**src/rtl/ls_serial_tx.sv**
```systemverilog
// Parallel-in, serial-out asynchronous frame transmitter.
// Frame: start bit, LSB-first data, optional parity bit, stop bit. All outputs are registered.
module ls_serial_tx #(
    parameter int DATA_W       = 8,
    parameter int CLKS_PER_BIT = 4,
    parameter int PARITY       = 0
) (
    input  logic              clk,
    input  logic              rst_n,
    input  logic [DATA_W-1:0] data,
    input  logic              valid,
    output logic              ready,
    output logic              tx,
    output logic              busy,
    output logic              done
);
    // state    | meaning
    // S_IDLE   | line high, ready for a word
    // S_START  | start bit (low)
    // S_DATA   | data bits, LSB first
    // S_PARITY | parity bit (only when parity is enabled)
    // S_STOP   | stop bit (high); done pulses on exit
    localparam int DIV_W = (CLKS_PER_BIT > 1) ? $clog2(CLKS_PER_BIT) : 1;
    localparam int BIT_W = (DATA_W > 1) ? $clog2(DATA_W) : 1;
    localparam logic [DIV_W-1:0] DIV_TC = DIV_W'(CLKS_PER_BIT - 1);
    localparam logic [BIT_W-1:0] BIT_TC = BIT_W'(DATA_W - 1);
    // PARITY=3 falls through to "no parity".
    localparam logic PAR_EN  = (PARITY == 1) || (PARITY == 2);
    localparam logic PAR_ODD = (PARITY == 2);

    typedef enum logic [2:0] {
        S_IDLE,
        S_START,
        S_DATA,
        S_PARITY,
        S_STOP
    } state_t;

    state_t              state, state_nx;
    logic [DIV_W-1:0]    div_cnt, div_nx;
    logic [BIT_W-1:0]    bit_cnt, bit_nx;
    logic [DATA_W-1:0]   shift, shift_nx;
    logic                par_bit, par_nx;
    logic                tx_nx, ready_nx, busy_nx, done_nx;
    logic                div_tc;

    always_ff @(posedge clk or negedge rst_n) begin
        if (!rst_n) begin
            state   <= S_IDLE;
            div_cnt <= '0;
            bit_cnt <= '0;
            shift   <= '0;
            par_bit <= 1'b0;
            tx      <= 1'b1;
            ready   <= 1'b1;
            busy    <= 1'b0;
            done    <= 1'b0;
        end else begin
            state   <= state_nx;
            div_cnt <= div_nx;
            bit_cnt <= bit_nx;
            shift   <= shift_nx;
            par_bit <= par_nx;
            tx      <= tx_nx;
            ready   <= ready_nx;
            busy    <= busy_nx;
            done    <= done_nx;
        end
    end

    // Outputs are computed for the next cycle so they are visible right after the edge.
    always_comb begin
        state_nx = state;
        div_nx   = div_cnt;
        bit_nx   = bit_cnt;
        shift_nx = shift;
        par_nx   = par_bit;
        tx_nx    = tx;
        ready_nx = ready;
        busy_nx  = busy;
        done_nx  = 1'b0;
        div_tc   = (div_cnt == DIV_TC);

        if (state != S_IDLE) begin
            div_nx = div_tc ? '0 : div_cnt + DIV_W'(1);
        end

        case (state)
            S_IDLE: begin
                tx_nx    = 1'b1;
                ready_nx = 1'b1;
                busy_nx  = 1'b0;
                div_nx   = '0;
                bit_nx   = '0;
                if (valid && ready) begin
                    shift_nx = data;
                    par_nx   = (^data) ^ PAR_ODD;
                    state_nx = S_START;
                    tx_nx    = 1'b0;
                    ready_nx = 1'b0;
                    busy_nx  = 1'b1;
                end
            end
            S_START: begin
                if (div_tc) begin
                    state_nx = S_DATA;
                    tx_nx    = shift[0];
                    bit_nx   = '0;
                end
            end
            S_DATA: begin
                if (div_tc) begin
                    shift_nx = shift >> 1;
                    if (bit_cnt == BIT_TC) begin
                        bit_nx = '0;
                        if (PAR_EN) begin
                            state_nx = S_PARITY;
                            tx_nx    = par_bit;
                        end else begin
                            state_nx = S_STOP;
                            tx_nx    = 1'b1;
                        end
                    end else begin
                        bit_nx = bit_cnt + BIT_W'(1);
                        tx_nx  = shift[1];
                    end
                end
            end
            S_PARITY: begin
                if (div_tc) begin
                    state_nx = S_STOP;
                    tx_nx    = 1'b1;
                end
            end
            S_STOP: begin
                tx_nx = 1'b1;
                if (div_tc) begin
                    state_nx = S_IDLE;
                    ready_nx = 1'b1;
                    busy_nx  = 1'b0;
                    done_nx  = 1'b1;
                end
            end
            default: begin
                state_nx = S_IDLE;
                tx_nx    = 1'b1;
                ready_nx = 1'b1;
                busy_nx  = 1'b0;
            end
        endcase
    end
endmodule

```
**config.mk**
```make
export PLATFORM = sky130hd
export DESIGN_NAME = ls_serial_tx
export DESIGN_NICKNAME = d
export VERILOG_FILES = /design/src/rtl/ls_serial_tx.sv
export SDC_FILE = /design/constraint.sdc
export NUM_CORES = 1
export LEC_CHECK = 0
export BUFFER_PORTS_ARGS = -buffer_cell sky130_fd_sc_hd__buf_2
export CAP_MARGIN = 20
export CORE_MARGIN = 10
export CORE_UTILIZATION = 50
export DETAILED_ROUTE_END_ITERATION = 16
export HOLD_SLACK_MARGIN = 0.06
export PLACE_DENSITY = 0.73
export SLEW_MARGIN = 20
export SYNTH_ARGS = -nofsm -noshare
export SYNTH_HDL_FRONTEND = slang
export SYNTH_SLANG_ARGS = --single-unit
```
**constraint.sdc**
```tcl
create_clock -name clk -period 4.65 [get_ports clk]
set_clock_uncertainty 0.05 [all_clocks]
set_input_delay 0.465 -clock clk [delete_from_list [all_inputs] [get_ports clk]]
set_output_delay 0.465 -clock clk [all_outputs]
set_load 0.05 [all_outputs]
```
-- After elaboration in Yosys (flattened, before gate mapping)
Index checks and enable logic that the tools add are counted.
- add/subtract/negate cells: 2
- equal/unequal tests: 12
- multiplexer cells: 28
- bitwise logic cells: 1
- reductions and logical operators: 12
- operators by type and width (kind ; number):
    $mux 3 ; 8
    $mux 8 ; 2
    $pmux 8 s2 ; 1
    $pmux 3 s5 ; 1
    $ne 2x2->1 const B ; 6
    $mux 1 ; 9
    $pmux 3 s3 ; 1
    $reduce_and 3->1 ; 3
    $eq 3x2->1 const B ; 2
    $eq 3x3->1 const B ; 2
    $mux 2 ; 3
    $pmux 1 s3 ; 2
    $reduce_and 6->1 ; 1
    $reduce_bool 3->1 ; 2
    $pmux 1 s4 ; 1
    $reduce_bool 2->1 ; 2
    $add 3x1->3 const B ; 1
    $eq 3x1->1 const B ; 1
    $logic_not 3->1 ; 1
    $reduce_or 3->1 ; 1
    $add 2x1->2 const B ; 1
    $eq 2x2->1 const B ; 1
    $reduce_and 2->1 ; 1
    $logic_and 1x1->1 ; 1
    $not 1->1 ; 1
- flip-flop bits (word level): 20
- bits of input ports: 11

-- Depth between registers and ports, before layout
- depth in word-level cells: 4
- gate-level depth with buffers: 5

-- Worst setup path before layout
OpenSTA, ideal clock, no wires.
- kind: reg2reg
- start point: register ready
- end point: register shift[0]
- library setup time: 0.125 ns
- arrival time: 1.598 ns
- setup slack: 2.877 ns
- stages on the path, launching flop included: 4
- path buffers: 0
- path through: dfstp_2 > nand3b_4 > a211oi_4 > mux2_2
- cells in the longest elaborated chain, start to end: 3
- RTL lines (element ; RTL line ; text):
    start: declaration ; 12 ; output logic ready,
    start signal: assignment ; 65 ; ready <= ready_nx;
    $logic_and 1x1->1 ; 95 ; if (valid && ready) begin
    $ne 2x2->1 (no line) ; n/a ;
    $reduce_and 3->1 (no line) ; n/a ;
    end signal: assignment ; 62 ; shift <= shift_nx;
    end: declaration ; 42 ; logic [DATA_W-1:0] shift, shift_nx;
No other way between the ends.
A chain may end at the register's enable or synchronous reset.

-- Worst setup path after layout
- start point: register div_cnt[0]
- end point: register shift[4]
- cells in the longest elaborated chain, start to end: 3
- RTL lines (element ; RTL line ; text):
    start: declaration ; 40 ; logic [DIV_W-1:0] div_cnt, div_nx;
    start signal: assignment ; 60 ; div_cnt <= div_nx;
    $eq 2x2->1 ; 82 ; div_tc = (div_cnt == DIV_TC);
    $ne 2x2->1 (no line) ; n/a ;
    $reduce_and 3->1 (no line) ; n/a ;
No other way between the ends.

==> impl_metrics.json <==
{
  "outcome": "completed",
  "grt_usage_pct": 8.89,
  "antenna_found_initial": 0,
  "async_reset_ff_share_pct": 100,
  "numClockSinks": 20,
  "grt_pass1_vias": 664,
  "grt_setup_unrepaired": "no",
  "syn_area_per_cell_sq_um": 12.5,
  "gp_congestion": 0.702,
  "avgRoutedWirePerCell_microns": 13.8,
  "dpl.hpwl_mm": 1.26,
  "start_kind": "flop",
  "cts_root_buf": "clkbuf_4",
  "synth_cells": 82,
  "holdWs_ns": 0.403,
  "p_per_area_nw_per_um2": 620,
  "ir_drop_v": 0.000347,
  "grt_max_degree": 21,
  "ctsResizeCount": 0,
  "slew_viol_final": 0,
  "grt.busiest_layer": "met2",
  "post-synth-top-count-cell": "dfrtp_1",
  "critPathMaxStageDelay_ns": 0.47,
  "slowest_stage": "a211oi_4",
  "ant_nets": 0,
  "fin_cells": 124,
  "syn-num-nets": 96,
  "drc": 0,
  "grt_pass1_wl_mm": 3.12,
  "endpoint_kind": "flop",
  "dp_cells": 119,
  "die-area_sq_um": 4260,
  "grtUsageMet1_pct": 11.2,
  "worstSetupPathType": "flop to flop",
  "multi_input_area_sq_um": 502,
  "die_w_microns": 65.3,
  "globalRouteMet3Util_pct": 2.88,
  "clock_path_buffers": 2,
  "drt_wl_total_mm": 1.71,
  "leakagePower_nw": 0.522,
  "slew_headroom_pct": 64.4,
  "area_delta_synth_final_pct": 14.7,
  "yosysUniqueCellTypes": 28,
  "finalSetupViolCount": 0,
  "setup_ws_ns": 2.73,
  "maxCapViolCount": 0,
  "totalNegativeSetupSlack_ns": 0,
  "io_buffers": 14,
  "hold_viol": 0,
  "crit_chain": "ha_1, nand2_1, a211oi_4, mux2_2",
  "gr-total-overflow": 0,
  "die_h_microns": 65.3,
  "synth.cell_area_sq_um": 1020,
  "ys.flop_type": "dfrtp_1",
  "start_util_pct": 52.2,
  "final_util_pct": 59.9,
  "synth.top_cell.area_share_pct": 44.0,
  "yosysSeqAreaShare_pct": 49.1,
  "drtPass1Iterations": 3,
  "dp_worst_setup_slack_ns": 2.75,
  "worst_slew_pin_slew_ns": 0.534,
  "drtIter0Drc": 14,
  "ys_seq_elements": 20,
  "cts_max_level": 1,
  "crit_buf_inv": 0,
  "ios": 15,
  "diodes": 0,
  "cp.required_ns": 4.78,
  "post-route-period-util_pct": 41.4,
  "core-area_sq_um": 1960,
  "fin_nets": 112,
  "cts.clk_slew.worst_paths_ns": 0.11,
  "synth_commonest_cells": "dfrtp_1 (18), mux2_2 (15), nor3_1 (4)",
  "critPathMaxFanout": 13,
  "num_rows": 16,
  "synth_top_area_cell": "dfrtp_1",
  "arrival_ns": 2.06,
  "use_met2_pct": 13.8,
  "yosysWarnings": 0,
  "crit_family": "compound AO/OA/AOI/OAI gates",
  "fmax_ghz": 0.520,
  "viasPerCell": 5.43,
  "fin_crit_ns": 1.92,
  "fillers": 168,
  "cts_tree": "done",
  "layout-drive-gt1-share_pct": 39.2,
  "synth-edff-count": 0,
  "synthTopCellsByArea": "dfrtp_1 (44%), mux2_2 (16%), dfstp_2 (5.1%)",
  "cts_buffers": 3,
  "clk_latency_ns": 0.29,
  "hp-class": "flop to flop",
  "area.sequential_sq_um": 503,
  "via_count": 673
}
-- kinds of logic after synthesis --
| group | after synthesis | synth area share [%] |
|---|---|---|
| mux | 15 | 16.5 |
| fa+ha+maj | 3 | 3.66 |
| flops | 20 | 49.1 |
| compound gates | 17 | 12.8 |
| buf+inv | 5 | 1.95 |
| simple gates | 22 | 16.0 |
-- final cells by class --
cell class | instances | area share (%)
clock inverter | 1 | 2.56
sequential | 20 | 42.8
timing repair buffer | 15 | 6.82
inverter | 1 | 0.319
tap | 27 | 2.88
multi-input combinational | 57 | 42.7
clock buffer | 3 | 1.92
-- placed cells by master, fill, tap and decap left out, drive strengths merged, types with 2 or more instances in the layout --
cell,count
a21oi,3
dfrtp,18
buf,14
o21ai,3
mux2,15
nand2,2
nand3b,3
nand2b,3
nor3,4
o21a,2
nor2b,3
nor4bb,2
a22o,3
ha,3
clkbuf,3
nor2,2
dfstp,2
-- registers in the layout (all words and copies together) (netlist names) --
name	cells
tx	1
state	3
ready	1
busy	1
done	1
bit_cnt	3
shift	8
div_cnt	2
-- through the flow --
step | area, sq um | total power, mW
finish | 1170 | 0.729
global route | 1170 | 0.790
CTS | 1170 | 0.737
detailed placement | 1110 | 0.597
global placement | 1110 | 0.585
floorplan | 1020 | 0.542
-- what timing repair did --
item	CTS	global route
buffers inserted	0	0
hold buffers	1	0
endpoints found under the hold margin	10	0
-- power breakdown --
| group | internal, mW | total, mW | switching [mW] |
|---|---|---|---|
| Combinational | 0.146 | 0.279 | 0.133 |
| Clock | 0.0870 | 0.139 | 0.0516 |
| Sequential | 0.244 | 0.311 | 0.0665 |
-- final timing paths --
check | from | to | slack [ns] | cells after the start
max reg2reg | div_cnt[0]$_DFF_PN0_ | shift[4]$_DFFE_PN0P_ | 2.73 | 4
max in group asynchronous | rst_n | tx$_DFFE_PN1P_ | 3.65 | 2
min reg2reg | div_cnt[0]$_DFF_PN0_ | div_cnt[0]$_DFF_PN0_ | 0.40 | 1
min in group asynchronous | rst_n | busy$_DFFE_PN0P_ | 0.57 | 2
min | div_cnt[0]$_DFF_PN0_ | div_cnt[0]$_DFF_PN0_ | 0.40 | 1
max | div_cnt[0]$_DFF_PN0_ | shift[4]$_DFFE_PN0P_ | 2.73 | 4
-- metal layers --
layer | vias to the layer above | routed length, microns
met5 | - | 0
met4 | 0 | 13
met3 | 2 | 91
met2 | 8 | 824
met1 | 326 | 785
li1 | 337 | -
(Power assumes the default switching activity.)
